`src/rtl/qspi_tx.sv`:
```
// Quad-SPI transmit engine: packs queued 2-bit symbols into nibbles and frames
// command, address and data phases onto the QSPI pins (mode 0).
module qspi_tx #(
    parameter int unsigned DEPTH = 24
) (
    input  logic        clk,
    input  logic        rst_n,
    input  logic        clear,
    input  logic        push,
    input  logic [1:0]  push_data,
    output logic        full,
    output logic        empty,
    output logic [6:0]  count,
    input  logic        start,
    input  logic [7:0]  cmd,
    input  logic [23:0] addr,
    input  logic [7:0]  len,
    output logic        busy,
    output logic        done,
    output logic        underrun,
    output logic        sclk,
    output logic        cs_n,
    output logic [3:0]  io_out,
    output logic [3:0]  io_oe
);

    localparam int unsigned PtrW = $clog2(DEPTH);

    typedef enum logic [2:0] {StIdle, StCmd, StAddr, StData, StStall, StEnd} state_e;

    state_e          state_q, state_d;
    logic            phase_q, phase_d;
    logic [2:0]      hdr_q, hdr_d;
    logic [27:0]     sh_q, sh_d;
    logic [7:0]      left_q, left_d;
    logic [3:0]      io_q, io_d;
    logic [6:0]      count_q, count_d;
    logic [PtrW-1:0] wr_q, rd_q;
    logic [1:0]      mem [DEPTH];

    logic sclk_q, cs_n_q, done_q, und_q, busy_q, full_q, empty_q;
    logic [3:0] oe_q;

    logic       push_ok, have_pair, boundary, take, pop, active_d, cs_n_d;
    logic [3:0] nibble;

    assign push_ok   = push && (count_q != 7'(DEPTH)) && !clear;
    assign have_pair = count_q >= 7'd2;
    // rd_q is always even, so its pair partner never wraps
    assign nibble    = {mem[rd_q], mem[rd_q | PtrW'(1)]};

    always_comb begin
        state_d  = state_q;
        phase_d  = phase_q;
        hdr_d    = hdr_q;
        sh_d     = sh_q;
        left_d   = left_q;
        io_d     = io_q;
        boundary = 1'b0;
        take     = 1'b0;
        pop      = 1'b0;

        unique case (state_q)
            StIdle: begin
                if (start) begin
                    state_d = StCmd;
                    phase_d = 1'b0;
                    hdr_d   = 3'd0;
                    io_d    = cmd[7:4];
                    sh_d    = {cmd[3:0], addr};
                    left_d  = len;
                end
            end
            StCmd, StAddr: begin
                if (!phase_q) begin
                    phase_d = 1'b1;
                end else if (hdr_q == 3'd7) begin
                    boundary = 1'b1;
                end else begin
                    hdr_d   = hdr_q + 3'd1;
                    io_d    = sh_q[27:24];
                    sh_d    = {sh_q[23:0], 4'h0};
                    phase_d = 1'b0;
                    state_d = (hdr_q == 3'd0) ? StCmd : StAddr;
                end
            end
            StData: begin
                if (!phase_q) phase_d = 1'b1;
                else          boundary = 1'b1;
            end
            StStall: begin
                if (have_pair) take = 1'b1;
            end
            StEnd: begin
                state_d = StIdle;
                phase_d = 1'b0;
            end
            default: state_d = StIdle;
        endcase

        if (boundary) begin
            phase_d = 1'b0;
            if (left_q == 8'd0)  state_d = StEnd;
            else if (have_pair)  take = 1'b1;
            else                 state_d = StStall;
        end

        if (take) begin
            pop     = 1'b1;
            io_d    = nibble;
            left_d  = left_q - 8'd1;
            state_d = StData;
            phase_d = 1'b0;
        end

        if (clear) begin
            state_d = StIdle;
            phase_d = 1'b0;
            pop     = 1'b0;
        end

        count_d  = clear ? 7'd0
                         : count_q + {6'd0, push_ok} - (pop ? 7'd2 : 7'd0);
        active_d = (state_d == StCmd) || (state_d == StAddr) || (state_d == StData);
        cs_n_d   = !(active_d || state_d == StStall);
    end

    always_ff @(posedge clk) begin
        if (!rst_n) begin
            state_q <= StIdle;
            phase_q <= 1'b0;
            hdr_q   <= 3'd0;
            sh_q    <= '0;
            left_q  <= '0;
            io_q    <= '0;
            count_q <= '0;
            wr_q    <= '0;
            rd_q    <= '0;
            sclk_q  <= 1'b0;
            cs_n_q  <= 1'b1;
            oe_q    <= 4'h0;
            done_q  <= 1'b0;
            und_q   <= 1'b0;
            busy_q  <= 1'b0;
            full_q  <= 1'b0;
            empty_q <= 1'b1;
        end else begin
            state_q <= state_d;
            phase_q <= phase_d;
            hdr_q   <= hdr_d;
            sh_q    <= sh_d;
            left_q  <= left_d;
            io_q    <= io_d;
            count_q <= count_d;
            if (clear)        wr_q <= '0;
            else if (push_ok) wr_q <= (wr_q == PtrW'(DEPTH - 1)) ? '0 : wr_q + PtrW'(1);
            if (clear)        rd_q <= '0;
            else if (pop)     rd_q <= (rd_q == PtrW'(DEPTH - 2)) ? '0 : rd_q + PtrW'(2);
            sclk_q  <= phase_d && active_d;
            cs_n_q  <= cs_n_d;
            oe_q    <= cs_n_d ? 4'h0 : 4'hF;
            done_q  <= (state_d == StEnd);
            und_q   <= (state_d == StStall) && (state_q != StStall);
            busy_q  <= (state_d != StIdle);
            full_q  <= (count_d == 7'(DEPTH));
            empty_q <= (count_d == 7'd0);
        end
    end

    always_ff @(posedge clk) begin
        if (rst_n && push_ok) mem[wr_q] <= push_data;
    end

    assign full     = full_q;
    assign empty    = empty_q;
    assign count    = count_q;
    assign busy     = busy_q;
    assign done     = done_q;
    assign underrun = und_q;
    assign sclk     = sclk_q;
    assign cs_n     = cs_n_q;
    assign io_out   = io_q;
    assign io_oe    = oe_q;

endmodule

```
`config.mk`:
```
export PLATFORM = sky130hd
export DESIGN_NAME = qspi_tx
export DESIGN_NICKNAME = d
export VERILOG_FILES = /design/src/rtl/qspi_tx.sv
export SDC_FILE = /design/constraint.sdc
export NUM_CORES = 1
export LEC_CHECK = 0
export BUFFER_PORTS_ARGS = -buffer_cell sky130_fd_sc_hd__clkbuf_2
export CORE_ASPECT_RATIO = 1.75
export CORE_UTILIZATION = 30
export CTS_BUF_LIST = sky130_fd_sc_hd__clkbuf_4 sky130_fd_sc_hd__clkbuf_8
export CTS_CLUSTER_DIAMETER = 200
export DETAILED_ROUTE_END_ITERATION = 16
export GPL_TIMING_DRIVEN = 0
export HOLD_SLACK_MARGIN = 0.06
export SLEW_MARGIN = 20
export SYNTH_ARGS = -nofsm -noshare
export SYNTH_HDL_FRONTEND = slang
export SYNTH_SLANG_ARGS = --single-unit
```
`constraint.sdc`:
```
create_clock -name clk -period 4.3 [get_ports clk]
set_input_delay 0.86 -clock clk [delete_from_list [all_inputs] [get_ports clk]]
set_output_delay 0.86 -clock clk [all_outputs]
set_load 0.005 [all_outputs]
```
==> impl_metrics.toml, run 1 <==
[synth]
yosys_warnings = 0
syn-num-nets = 657
syn-mean-instance-area_sq_um = 10.02
synth_top_family_by_area = "simple AND/OR/NAND/NOR gates"
synth_top_cells_by_count = "nand2_1, nor2_1, dfxtp_1, edfxtp_1, a21oi_1"
yosysTopAreaCellShare_pct = 26.20
synthCells = 587
synth-compound-area-share_pct = 13.63
synthAdderAreaFrac_pct = 5.083
synth-async-reset-ratio_pct = 0
synth-simple-area-share_pct = 18.55
synth_area_leaders = "dfxtp_1, edfxtp_1, nand2_1"
ys_types = 65
synth_enable_flop_cells = 48
synthMuxAreaShare_pct = 6.295
synth_seq_cells = 125
synth_top_cell_by_area = "dfxtp_1"
ys_seq_area_share_pct = 50.70
yosys.area_share.xor_xnor_pct = 1.340
syn_area_sq_um = 5883
yosysMostFrequentCell = "nand2_1"
synth_ff_type = "dfxtp_1"

[floorplan]
io_pins = 69
die_h_microns = 187.3
design.core.area_sq_um = 19200
die_w_microns = 107.9
start_util_pct = 30.65
rows = 67
dieArea_sq_um = 20200

[global_route]
grt_start_max_net_pins = 25
grt_pass1_wl_microns = 22660
grt_overflow = 0
antenna_found_initial = 0
grt_usage_pct = 14.77
grt_pass1_vias = 4678

[routing]
wl_met2_microns = 8087
drt_wl_total_microns = 14030
firstDrtPassIters = 4
via_per_inst = 4.945
met1Wirelength_microns = 5033
vias = 4579
routed.top_layer = "met4"
wl_per_cell_microns = 15.15
antenna_left = 0
wl_met3_microns = 462
drt_iter0_markers = 204
drc = 0

[cells_and_area]
fin_util_pct = 36.04
fillerInstances = 1941
antenna_cells = 0
finalNetCount = 744
drive_gt1_share_pct = 20.88
syn2layout_area_growth_pct = 17.61

[clock_network]
cts_tree = "yes"
clkLatencyLatePin_ns = 0.45
root_buffer = "clkbuf_8"
clockBufferDepth = 2
post_cts_buffers = 0
clock-sinks = 125
path_clk_slew_ns = 0.07
cts_max_level = 4
postCtsHoldBufs = 0
cts_buffers = 17
ctsResizeCount = 0

[place]
gp_congestion = 0.8166
place_hpwl_microns = 10760
port-buffer-count = 68

[critical_path]
worstPathCellList = "inv_1 -> ha_1 -> nand3_1 -> o31a_1 -> and2_1 -> buf_2 -> or3_1 -> ha_1 -> inv_1 -> ha_1 -> nand2b_1 -> a21oi_1 -> o21a_1 -> o311ai_1 -> nand4_1 -> nor4b_1"
worstPathBufferInverterCount = 3
max_stage_delay_ns = 0.41
crit_path_max_fanout = 8
reg2reg_depth = 16
crit_arrival_ns = 4.04
critPathCaptureType = "flop"
required_ns = 4.63
start_kind = "flop"
cp.depth = 16
slowest_stage = "o311ai_1"
path_common_cell = "ha_1"
path_class = "reg -> reg"
cp_top_family = "simple AND/OR/NAND/NOR gates"

[worst_hold_path]
whs_path_depth = 2
worstHoldPathType = "reg -> reg"

[timing]
period_share_pct = 86.19
slew_headroom_pct = 58.19
slew_violations = 0
fin_skew_ns = 0.01225
fmax_mhz = 269.8
finalHoldViolCount = 0
rsz0062_at_grt = "false"
setup_tns_ns = 0
fin_crit_ns = 3.706
setup_viol = 0
tightestPinTransition_ns = 0.6271

[flow_run]
max-cap-violations = 0

[outcome]
outcome = "finished clean"

[pwr]
cellLeakagePower_nw = 2.573
power_density_nw_per_um2 = 366.0
peakVddDrop_uv = 212.8
==> layout by cell type (no fill, tap or decap), types with 5 or more instances in the layout <==
master | netlist | routed
dfxtp_1 | 77 | 77
o21ai_0 | 8 | 8
nor2_1 | 80 | 80
nand2_1 | 91 | 91
and2_1 | 7 | 7
buf_4 | 5 | 5
clkbuf_2 | 0 | 68
mux4_2 | 12 | 12
or3_1 | 5 | 5
inv_1 | 21 | 21
edfxtp_1 | 48 | 48
a21oi_1 | 32 | 32
ha_1 | 23 | 23
clkbuf_8 | 0 | 20
xnor2_1 | 5 | 5
o21ai_1 | 6 | 6
buf_2 | 9 | 9
nor2b_1 | 9 | 9
mux2i_1 | 10 | 10
a211oi_1 | 5 | 5
clkbuf_1 | 17 | 17
nand3_1 | 18 | 18
a311oi_1 | 24 | 24
nand2b_1 | 7 | 7
==> cells by family after synthesis <==
logic type / count (synthesis)
DFF: 125
muxes: 22
xor gates and xnor gates: 9
adders and majority gates: 24
and+or+nand+nor: 240
buffers and inverters: 57
AOI/OAI and AO/OA: 110
==> power breakdown <==
| group | total (mW) | internal [mW] | switching (mW) |
|---|---|---|---|
| combinational | 0.213 | 0.0850 | 0.127 |
| clock | 1.04 | 0.580 | 0.455 |
| sequential | 1.28 | 1.26 | 0.0216 |
==> worst min-delay path, cell delays in order, from the launching register on <==
cell and delay [ns]:
dfxtp_1 0.31, nand2_1 0.05, a21oi_1 0.05
==> metal layers <==
layer  up-vias  track usage, %
met5         -               0
met4         0           7.798
met3        28           2.857
met2        96           29.02
met1      2187           13.75
li1       2268               -
==> state kept, by name, indices dropped and copies added, names as in the netlist, named ones only <==
name and flops:
phase_q 1, underrun 1, busy 1, sh_q 28, done 1, left_q 8, rd_q 5, mem 48
full 1, wr_q 5, count 7, empty 1, sclk 1, io_oe 1, cs_n 1, io_out 4
state_q 3, hdr_q 3
==> cell type report <==
class                           instances  area, sq um  area share [%]
Buffer                                 36        180.2           2.604
Clock buffer                           24        305.3           4.412
Clock inverter                          6        88.84           1.284
Timing Repair Buffer                   68        340.3           4.919
Tap cell                              241        301.5           4.358
Sequential cell                       125         2983           43.11
Inverter                               21        78.83           1.139
Multi-Input combinational cell        405         2641           38.17
==> path summary, 6_finish.rpt <==
path | start | endpoint | slack, ns
worst max register to register | count[3]$_SDFF_PN0_ | full$_SDFF_PN0_ | 0.59
worst max-delay path | count[3]$_SDFF_PN0_ | full$_SDFF_PN0_ | 0.59
worst min register to register | sh_q[1]$_SDFFE_PN0P_ | sh_q[1]$_SDFFE_PN0P_ | 0.46
worst min-delay path | sh_q[1]$_SDFFE_PN0P_ | sh_q[1]$_SDFFE_PN0P_ | 0.46
==> through the flow <==
stage	instances	setup WS (ns)	instance area, sq um	power (mW)	hold WS [ns]
4_1_cts	926	0.5160	6919	2.554	0.4547
3_5_place_dp	896	0.5433	6525	1.525	0.4439
5_1_grt	926	0.2682	6919	2.625	0.4834
6_report	926	0.5939	6919	2.532	0.4552
2_1_floorplan	587	1.066	5883	1.443	0.4321
3_3_place_gp	896	0.5452	6525	1.524	0.4391
Note: power is estimated with default switching activity, not from simulation.
==> run 2, diff against run 1 <==
--- a/config.mk
+++ b/config.mk
@@ -5,6 +5,8 @@
 export SDC_FILE = /design/constraint.sdc
 export NUM_CORES = 1
 export LEC_CHECK = 0
+export ABC_AREA = 1
+export ABC_CLOCK_PERIOD_IN_PS = 4300
 export BUFFER_PORTS_ARGS = -buffer_cell sky130_fd_sc_hd__clkbuf_2
 export CORE_ASPECT_RATIO = 1.75
 export CORE_UTILIZATION = 30
==> run 2 against run 1 <==
Effect of this change:
- cell count increased by 20%
- worst hold slack lost 0.0085 ns
- clock power grew 9%
- die area rose by 4.4%
- final area increased by 4.5%
- non-clock buffer count down 9
- first-iteration DRC count is 2.0% higher
- critical path depth rose by 3
- wire length up 12%
- via count grew 15%
- power rose by 5.1%
- fmax up 20%
- critical path type unchanged
- critical endpoint unchanged
==> impl_metrics.toml, run 2 <==
[timing]
setup_tns_ns = 0
finalHoldViolCount = 0
setup_viol = 0
whs_ns = 0.4466
fin_skew_ns = 0.01238
setup_ws_ns = 1.221
period_share_pct = 71.62
slew_violations = 0
fmax_mhz = 324.7
rsz0062_at_grt = "false"
slew_headroom_pct = 57.15
fin_crit_ns = 3.080
tightestPinTransition_ns = 0.6428

[synth]
synth_area_leaders = "dfxtp_1, edfxtp_1, nand2_1"
syn_area_sq_um = 6146
synth_enable_flop_cells = 48
syn-mean-instance-area_sq_um = 7.992
ys_types = 41
synthCells = 769
synth-async-reset-ratio_pct = 0
yosysMostFrequentCell = "nand2_1"
yosys_warnings = 0
syn-num-nets = 839
yosysTopAreaCellShare_pct = 25.08
synth_top_cell_by_area = "dfxtp_1"
synth_top_cells_by_count = "nand2_1, inv_1, nor2_1, dfxtp_1, nand3_1"
synth_seq_cells = 125
ys_seq_area_share_pct = 48.53
synth_ff_type = "dfxtp_1"

[clock_network]
clkLatencyLatePin_ns = 0.44
path_clk_slew_ns = 0.08
clockBufferDepth = 2
post_cts_buffers = 0
ctsResizeCount = 0
cts_max_level = 4
postCtsHoldBufs = 0
cts_buffers = 17
cts_tree = "yes"
root_buffer = "clkbuf_8"
clock-sinks = 125

[pwr]
cell_internal_pwr_mw = 2.005
peakVddDrop_uv = 189.5
p_sw_mw = 0.6561
p_comb_share_pct = 9.2
power_density_nw_per_um2 = 367.9
power_mw = 2.661
clkPwrFrac_pct = 42.6
seqPwrFrac_pct = 48.3
cellLeakagePower_nw = 3.099
p_sw_share_pct = 24.66

[critical_path]
max_stage_delay_ns = 0.41
crit_arrival_ns = 3.46
start_kind = "flop"
critPathCaptureType = "flop"
worstPathCellList = "inv_1 -> ha_1 -> inv_1 -> nand2_1 -> nand2_1 -> nor2_1 -> o21ai_1 -> nand2_1 -> nand2_2 -> nand2_2 -> ha_1 -> ha_1 -> inv_1 -> nor2_1 -> nand3_1 -> a31o_2 -> nand3_1 -> nand3_1 -> nor2_1"
slowest_stage = "dfxtp_1"
crit_path_max_fanout = 8
path_class = "reg -> reg"
required_ns = 4.68

[outcome]
outcome = "finished clean"

[cells_and_area]
antenna_cells = 0
final_cell_mix = "nand2_1, inv_1, nor2_1, dfxtp_1, clkbuf_2"
fillerInstances = 2143
finalNetCount = 926
largest_reg_flops = 48
layout_commonest_cell = "nand2_1"
syn2layout_area_growth_pct = 17.67
finalInstanceArea_sq_um = 7232
drive_gt1_share_pct = 17.38
top_regs = "mem: 48 flops, sh_q: 28 flops, left_q: 8 flops"
top_register = "mem"

[floorplan]
start_util_pct = 30.87
io_pins = 69
design.core.area_sq_um = 19910
die_w_microns = 110.2
dieArea_sq_um = 21090
rows = 68
die_h_microns = 191.3

[worst_hold_path]
worstHoldPathType = "reg -> reg"

[routing]
drt_iter0_markers = 208
firstDrtPassIters = 5
wl_per_cell_microns = 14.10
drc = 0
drt_wl_total_microns = 15710
antenna_left = 0
via_per_inst = 4.733
vias = 5273

[global_route]
grt_pass1_vias = 5071
antenna_found_initial = 0
grt_pass1_wl_microns = 24610
grt_start_max_net_pins = 25
grt_overflow = 0
grt_usage_pct = 15.71

[flow_run]
max-cap-violations = 0

[place]
gp_congestion = 0.8305
port-buffer-count = 68
dpl-instance-area_sq_um = 6793
place_hpwl_microns = 12130
place_ws_ns = 1.221
## run 2: metal layers
layer / up-vias / part of all wire [%] / GRT usage [%]
li1: 2711 / - / -
met1: 2442 / 38 / 15.19
met2: 91 / 56 / 30.43
met3: 29 / 2.8 / 2.762
met4: 0 / 3.4 / 8.249
met5: - / 0 / 0
## run 2: final cells by class
class	instances	area, sq um	share of cell area, %
clock inverter	14	191.4	2.647
inverter	103	389.1	5.381
multi-input combinational	514	2625	36.30
buffer	27	148.9	2.059
timing repair buffer	68	340.3	4.706
clock buffer	18	247.7	3.426
sequential	125	2983	41.25
tap	245	306.5	4.239
## run 2: critical path, delay by kind of cell, from the launching register on
| family | cells | cell delay, ns |
|---|---|---|
| simple gates | 11 | 1.16 |
| buf+inv | 3 | 0.24 |
| flops | 1 | 0.41 |
| compound gates | 2 | 0.42 |
| fa+ha+maj | 3 | 0.78 |
## run 2: cells by family (layout without fill, tap and decap cells)
group,after synthesis,after routing,synth area share [%]
AOI/OAI and AO/OA,155,155,14.29
xor gates and xnor gates,2,2,0.2851
adders and majority gates,23,23,4.682
buffers and inverters,130,230,8.754
DFF,125,125,48.53
and+or+nand+nor,334,334,23.45
## run 2: power by group through the flow
| stage | logic (mW) | registers [mW] | clock network, mW |
|---|---|---|---|
| floorplan | 0.161 | 1.31 | 0 |
| finish | 0.244 | 1.28 | 1.13 |
| global placement | 0.244 | 1.31 | 0 |
| detailed placement | 0.248 | 1.31 | 0 |
| CTS | 0.249 | 1.28 | 1.16 |
| global route | 0.276 | 1.29 | 1.21 |
## run 2: per-stage QoR
stage	std cells	util, %
2_1_floorplan	769	-
3_3_place_gp	1082	34.12
3_5_place_dp	1082	34.12
4_1_cts	1114	36.32
5_1_grt	1114	36.32
6_report	1114	36.32
## run 2: final timing paths
kind	start	to	slack, ns	cells after the start
max	count[3]$_SDFF_PN0_	full$_SDFF_PN0_	1.22	19
min	sh_q[9]$_SDFFE_PN0P_	sh_q[9]$_SDFFE_PN0P_	0.45	2
max reg2reg	count[3]$_SDFF_PN0_	full$_SDFF_PN0_	1.22	19
min reg2reg	sh_q[9]$_SDFFE_PN0P_	sh_q[9]$_SDFFE_PN0P_	0.45	2
